**config.mk**
```make
export PLATFORM = sky130hd
export DESIGN_NAME = carregador_de_instrucoes
export DESIGN_NICKNAME = d
export VERILOG_FILES = /design/src/rtl/carregador_de_instrucoes_pkg.sv /design/src/rtl/carregador_de_instrucoes_montador_de_palavra.sv /design/src/rtl/carregador_de_instrucoes.sv
export SDC_FILE = /design/constraint.sdc
export NUM_CORES = 1
export LEC_CHECK = 0
export CORE_MARGIN = 4
export CORE_UTILIZATION = 64
export DETAILED_ROUTE_END_ITERATION = 16
export DONT_BUFFER_PORTS = 1
export GPL_TIMING_DRIVEN = 0
export MAX_ROUTING_LAYER = met4
export PLACE_DENSITY = 0.8
export SYNTH_ARGS = -nofsm -noshare
export SYNTH_HDL_FRONTEND = slang
export SYNTH_HIERARCHICAL = 1
export SYNTH_SLANG_ARGS = --single-unit
export TNS_END_PERCENT = 5
```
**constraint.sdc**
```tcl
create_clock -name clk -period 4.5 [get_ports clk]
set_input_delay 0.45 -clock clk [delete_from_list [all_inputs] [get_ports clk]]
set_output_delay 0.45 -clock clk [all_outputs]
set_load 0.01 [all_outputs]
```
**src/rtl/carregador_de_instrucoes_pkg.sv**
```systemverilog
// Shared loader constants and FSM state encoding.
// The CHECK state exists only when LOADER_CHECKSUM_EN is defined.
package carregador_de_instrucoes_pkg;

  localparam int LARG_CABECALHO    = 16;
  localparam int BYTES_POR_PALAVRA = 4;
  localparam logic [1:0] ULTIMO_BYTE =
    2'(BYTES_POR_PALAVRA - 1);

  typedef enum logic [2:0] {
    OCIOSO  = 3'd0,
    CAB_HI  = 3'd1,
    CAB_LO  = 3'd2,
    DADOS   = 3'd3,
    ESCRITA = 3'd4,
`ifdef LOADER_CHECKSUM_EN
    CHECK   = 3'd5,
`endif
    FIM     = 3'd6
  } estado_t;

endpackage

```
**src/rtl/carregador_de_instrucoes_montador_de_palavra.sv**
```systemverilog
// 8->32 big-endian word assembler: first byte ends up in [31:24].
// cheio marks a complete word until the write consumes it.
import carregador_de_instrucoes_pkg::*;

module montador_de_palavra (
  input  logic        clk,
  input  logic        rst,
  input  logic        i_limpa,
  input  logic        i_desloca,
  input  logic        i_consome,
  input  logic [7:0]  i_byte,
  output logic [31:0] o_palavra,
  output logic [1:0]  o_indice,
  output logic        o_cheio
);

  logic [31:0] r_palavra;
  logic [1:0]  r_indice;
  logic        r_cheio;

  always_ff @(posedge clk) begin
    if (rst) begin
      r_palavra <= '0;
      r_indice  <= '0;
      r_cheio   <= 1'b0;
    end else if (i_limpa) begin
      r_indice <= '0;
      r_cheio  <= 1'b0;
    end else if (i_desloca) begin
      r_palavra <= {r_palavra[23:0], i_byte};
      r_indice  <= r_indice + 2'd1;
      r_cheio   <= (r_indice == ULTIMO_BYTE);
    end else if (i_consome) begin
      r_cheio <= 1'b0;
    end
  end

  assign o_palavra = r_palavra;
  assign o_indice  = r_indice;
  assign o_cheio   = r_cheio;

endmodule

```
**src/rtl/carregador_de_instrucoes.sv**
```systemverilog
// Byte-stream program loader for instruction memory; halts the CPU while loading.
// Optional trailing XOR checksum byte enabled by LOADER_CHECKSUM_EN.
import carregador_de_instrucoes_pkg::*;

module carregador_de_instrucoes #(
  parameter int RAM_SIZE = 100
) (
  input  logic        clk,
  input  logic        rst,
  input  logic        start,
  input  logic        byte_valid,
  input  logic [7:0]  byte_in,
  output logic        byte_ready,
  output logic        we,
  output logic [31:0] addr,
  output logic [31:0] datain,
  output logic        cpu_halt,
  output logic        done,
  output logic        erro,
  output logic [15:0] word_count
);

  estado_t r_estado;
  estado_t w_prox;
  estado_t w_pos_dados;

  logic [7:0]                r_hi;
  logic [LARG_CABECALHO-1:0] r_n;
  logic [15:0]               r_wc;
  logic                      r_done;
  logic                      r_erro;

  logic                      w_hs;
  logic                      w_inicia;
  logic [LARG_CABECALHO-1:0] w_n;
  logic                      w_excede;
  logic                      w_ultima;
  logic [31:0]               w_palavra;
  logic [1:0]                w_indice;
  logic                      w_cheio;

`ifdef LOADER_CHECKSUM_EN
  logic [7:0] r_csum;
  assign w_pos_dados = CHECK;
`else
  assign w_pos_dados = FIM;
`endif

  assign w_hs     = byte_valid && byte_ready;
  assign w_inicia = (r_estado == OCIOSO) && start;
  assign w_n      = {r_hi, byte_in};
  assign w_excede = {16'd0, w_n} > 32'(RAM_SIZE);
  assign w_ultima = (r_wc + 16'd1) == r_n;

  montador_de_palavra u_montador (
    .clk       (clk),
    .rst       (rst),
    .i_limpa   (w_inicia),
    .i_desloca (w_hs && (r_estado == DADOS)),
    .i_consome (r_estado == ESCRITA),
    .i_byte    (byte_in),
    .o_palavra (w_palavra),
    .o_indice  (w_indice),
    .o_cheio   (w_cheio)
  );

  always_ff @(posedge clk) begin
    if (rst) r_estado <= OCIOSO;
    else     r_estado <= w_prox;
  end

  always_comb begin
    w_prox     = r_estado;
    byte_ready = 1'b0;
    we         = 1'b0;
    case (r_estado)
      OCIOSO: if (start) w_prox = CAB_HI;
      CAB_HI: begin
        byte_ready = 1'b1;
        if (w_hs) w_prox = CAB_LO;
      end
      CAB_LO: begin
        byte_ready = 1'b1;
        if (w_hs) begin
          if (w_excede)        w_prox = FIM;
          else if (w_n == '0)  w_prox = w_pos_dados;
          else                 w_prox = DADOS;
        end
      end
      DADOS: begin
        byte_ready = 1'b1;
        if (w_hs && (w_indice == ULTIMO_BYTE))
          w_prox = ESCRITA;
      end
      ESCRITA: begin
        we     = w_cheio;
        w_prox = w_ultima ? w_pos_dados : DADOS;
      end
`ifdef LOADER_CHECKSUM_EN
      CHECK: begin
        byte_ready = 1'b1;
        if (w_hs) w_prox = FIM;
      end
`endif
      FIM:     w_prox = OCIOSO;
      default: w_prox = OCIOSO;
    endcase
  end

  always_ff @(posedge clk) begin
    if (rst) begin
      r_hi   <= '0;
      r_n    <= '0;
      r_wc   <= '0;
      r_done <= 1'b0;
      r_erro <= 1'b0;
`ifdef LOADER_CHECKSUM_EN
      r_csum <= '0;
`endif
    end else begin
      if (w_inicia) begin
        r_wc   <= '0;
        r_done <= 1'b0;
        r_erro <= 1'b0;
`ifdef LOADER_CHECKSUM_EN
        r_csum <= '0;
`endif
      end
      if (w_hs && (r_estado == CAB_HI))
        r_hi <= byte_in;
      if (w_hs && (r_estado == CAB_LO)) begin
        r_n <= w_n;
        if (w_excede) r_erro <= 1'b1;
      end
      if (r_estado == ESCRITA)
        r_wc <= r_wc + 16'd1;
      if (w_prox == FIM)
        r_done <= 1'b1;
`ifdef LOADER_CHECKSUM_EN
      if (w_hs && (r_estado == DADOS))
        r_csum <= r_csum ^ byte_in;
      if (w_hs && (r_estado == CHECK) && (byte_in != r_csum))
        r_erro <= 1'b1;
`endif
    end
  end

  assign addr       = {16'd0, r_wc};
  assign datain     = w_palavra;
  assign cpu_halt   = (r_estado != OCIOSO);
  assign done       = r_done;
  assign erro       = r_erro;
  assign word_count = r_wc;

endmodule

```
==> results_dict.tcl <==
set metrics [dict create \
    slowest_stage "dfxtp_1" \
    overflow 0 \
    grt_usage_pct 26.9 \
    maxCapViolations 0 \
    crit_type "reg2reg" \
    timing.final.ws_setup_ns 1.94 \
    cp_cell_sequence "ha_1 > clkbuf_1 > nand3_1 > nor4_2 > nor3b_1 > a31o_1 > o2111ai_1 > o22ai_1" \
    placed_cell_area_um2 4330 \
    power_density_nw_per_um2 321 \
    async_flop_share_pct 0 \
    antenna_cells 0 \
    crit_fanout 10 \
    syn_area_um2 4180 \
    clockRootBuffer "clkbuf_8" \
    period_minus_slack_ns 2.56 \
    status "complete, no violations" \
    critical_path_arrival_ns 2.80 \
    die_x_um 88.8 \
    clock_path_buffers 2 \
    power.leakage_nw 1.66 \
    report.final.slew_viol_count 0 \
    post-route-period-util_pct 56.9 \
    slew_headroom_pct 50.8 \
    critPathLaunchType "flop" \
    finalCoreUtilization_pct 72.0 \
    drt-initial-drc-count 297 \
    yosysTopAreaCellShare_pct 38.3 \
    syn_area_per_cell_um2 8.10 \
    ctsHoldBuffers 0 \
    rows 29 \
    avgRoutedWirePerCell_um 16.4 \
    fin_tns_setup_ns 0 \
    synthMostInstantiatedCell "nand2_1" \
    clock_latency_ns 0.35 \
    r2r_slack_ns 1.94 \
    io_buffers 0 \
    cts_tree "done" \
    skew_ns 0.00735 \
    synth_seq_area_share_pct 38.3 \
    drive_gt1_share_pct 18.8 \
    synth_edf_count 0 \
    r2r_end "done" \
    syn2layout_area_growth_pct 9.28 \
    clk_pin_slew_worst_paths_ns 0.09 \
    final-setup-viol-count 0 \
    post_cts_buffers 0 \
    vias_per_cell 5.83 \
    drt_first_pass_iters 5 \
    final_area_um2 4570 \
    coreArea_um2 6350 \
    final_nets 556 \
    crit_start "word_count[0]" \
    r2r_start "word_count[0]" \
    endpoint "done" \
    initial_core_util_pct 65.9 \
    cts_resized 0 \
    ys_types 61 \
    synth_fa_ha_area_share_pct 0.598 \
    hpwl_um 7630 \
    drt_wl_total_um 10200 \
    ir_worst_vdd_mv 0.218 \
    synth_commonest_cells "nand2_1 (120), dfxtp_1 (80), a21oi_1 (44)" \
    ant_nets 0 \
    muxShareOfSynthArea_pct 2.15 \
    numCtsBuffers 9 \
    holdCritStartpoint "byte_in[7]" \
    place.gp.congestion 0.943 \
    htree_levels 3 \
    synth_warnings 6 \
    yosysTopAreaCell "dfxtp_1" \
    grt_pass1_vias 3241 \
    grt_pass1_wl_um 15900 \
    synth_top_family_by_area "simple AND/OR/NAND/NOR gates" \
    dp_slack_ns 2.02 \
    dr_total_vias 3636 \
    synth.area.top_cells "dfxtp_1 (38%), nand2_1 (11%), buf_4 (6.1%)" \
    slowest_delay_ns 0.63 \
    total_power_w 0.00147 \
    fmax_mhz 391 \
    ios 97 \
    drcViolationCount 0 \
    syn_inst 516 \
    die_height_um 88.8 \
    synthFlopType "dfxtp_1" \
    rsz0062_at_grt "no" \
    synth-compound-area-share_pct 17.6 \
    die_area_um2 7890 \
    worst_pin_slew_ns 0.736 \
    worstPathRequired_ns 4.74 \
    synth-seq-cells 80 \
    yosys.area_share.simple_pct 25.4 \
    crit_path_end_kind "flop" \
    grt_max_degree 16 \
    reg2regPathDepth 8 \
    grt_antenna_before_repair 0 \
    cts_sinks 80 \
    synth-xor-area-share_pct 4.58 \
    min_path_type "in2reg" \
    hold_violations 0 \
]
layout make-up:
type                       count  area (um2)
clock buffer                  10         138
sequential                    80        1600
tap                           77        96.3
multi-input combinational    383        2170
clock inverter                 6        97.6
inverter                       4        15.0
buffer                        64         455
fill                         528        1780
flip-flops by register name (all words and copies together), names as in the netlist:
signal	cells
u_montador/o_cheio	1
r_hi	8
word_count	16
u_montador/o_palavra	32
r_n	16
u_montador/o_indice	2
erro	1
done	1
r_estado	3
cells in the final DEF (no fill, tap or decap), drive strengths merged, types with 3 or more instances in the layout:
cell type	synthesis	layout
clkbuf	13	23
o211ai	3	3
nor2b	3	3
inv	4	7
conb	1	16
dfxtp	80	80
a22oi	5	5
nor2	43	43
nand3	11	11
nand2	121	121
and3	3	3
xor2	5	5
mux2i	9	9
a21oi	66	66
a311oi	4	4
nor3	12	12
a31oi	4	4
or3	4	4
nor3b	4	4
nand4	4	4
nor4	7	7
xnor2	16	16
o2111ai	3	3
buf	50	50
o21ai	15	15
cells by family after synthesis:
group           count (synthesis)
mux                             9
other cells                     1
xor+xnor                       21
buf+inv                        68
compound gates                110
flops                          80
fa+ha+maj                       2
simple gates                  225
routing by layer:
layer | track usage (%) | wire (um)
met1 | 37.8 | 4610
met3 | 4.84 | 860
met4 | 10.2 | 195
met2 | 38.2 | 4550
met5 | - | 0
worst min path at each step:
stage          slack, ns                      end  cells past startpoint
2_1_floorplan       0.44                  r_n[13]                      2
3_3_place_gp        0.46                   r_n[5]                      2
3_5_place_dp        0.47                   r_n[9]                      2
4_1_cts             0.21  u_montador/o_palavra[7]                      2
5_1_grt             0.20  u_montador/o_palavra[7]                      2
6_report            0.22  u_montador/o_palavra[7]                      2
critical path, delay by kind of cell, from the launching register on:
family,cells,cell delay (ns)
fa+ha+maj,1,0.26
simple gates,3,0.78
buf+inv,1,0.34
flops,1,0.63
compound gates,3,0.44
where the power goes:
group          switching [W]  leakage (nW)  total [W]  internal, W
Clock               0.000284         0.119   0.000620     0.000337
Sequential        0.00000912         0.645   0.000726     0.000717
Combinational      0.0000789         0.892   0.000121    0.0000426
Total               0.000372          1.66    0.00147      0.00110
through the flow:
| stage | instances | hold slack, ns |
|---|---|---|
| after floorplan | 531 | 0.444 |
| after global placement | 608 | 0.460 |
| after detailed placement | 608 | 0.466 |
| after CTS | 624 | 0.214 |
| after global routing | 624 | 0.205 |
| final | 624 | 0.217 |
Note: power is estimated with default switching activity, not from simulation.
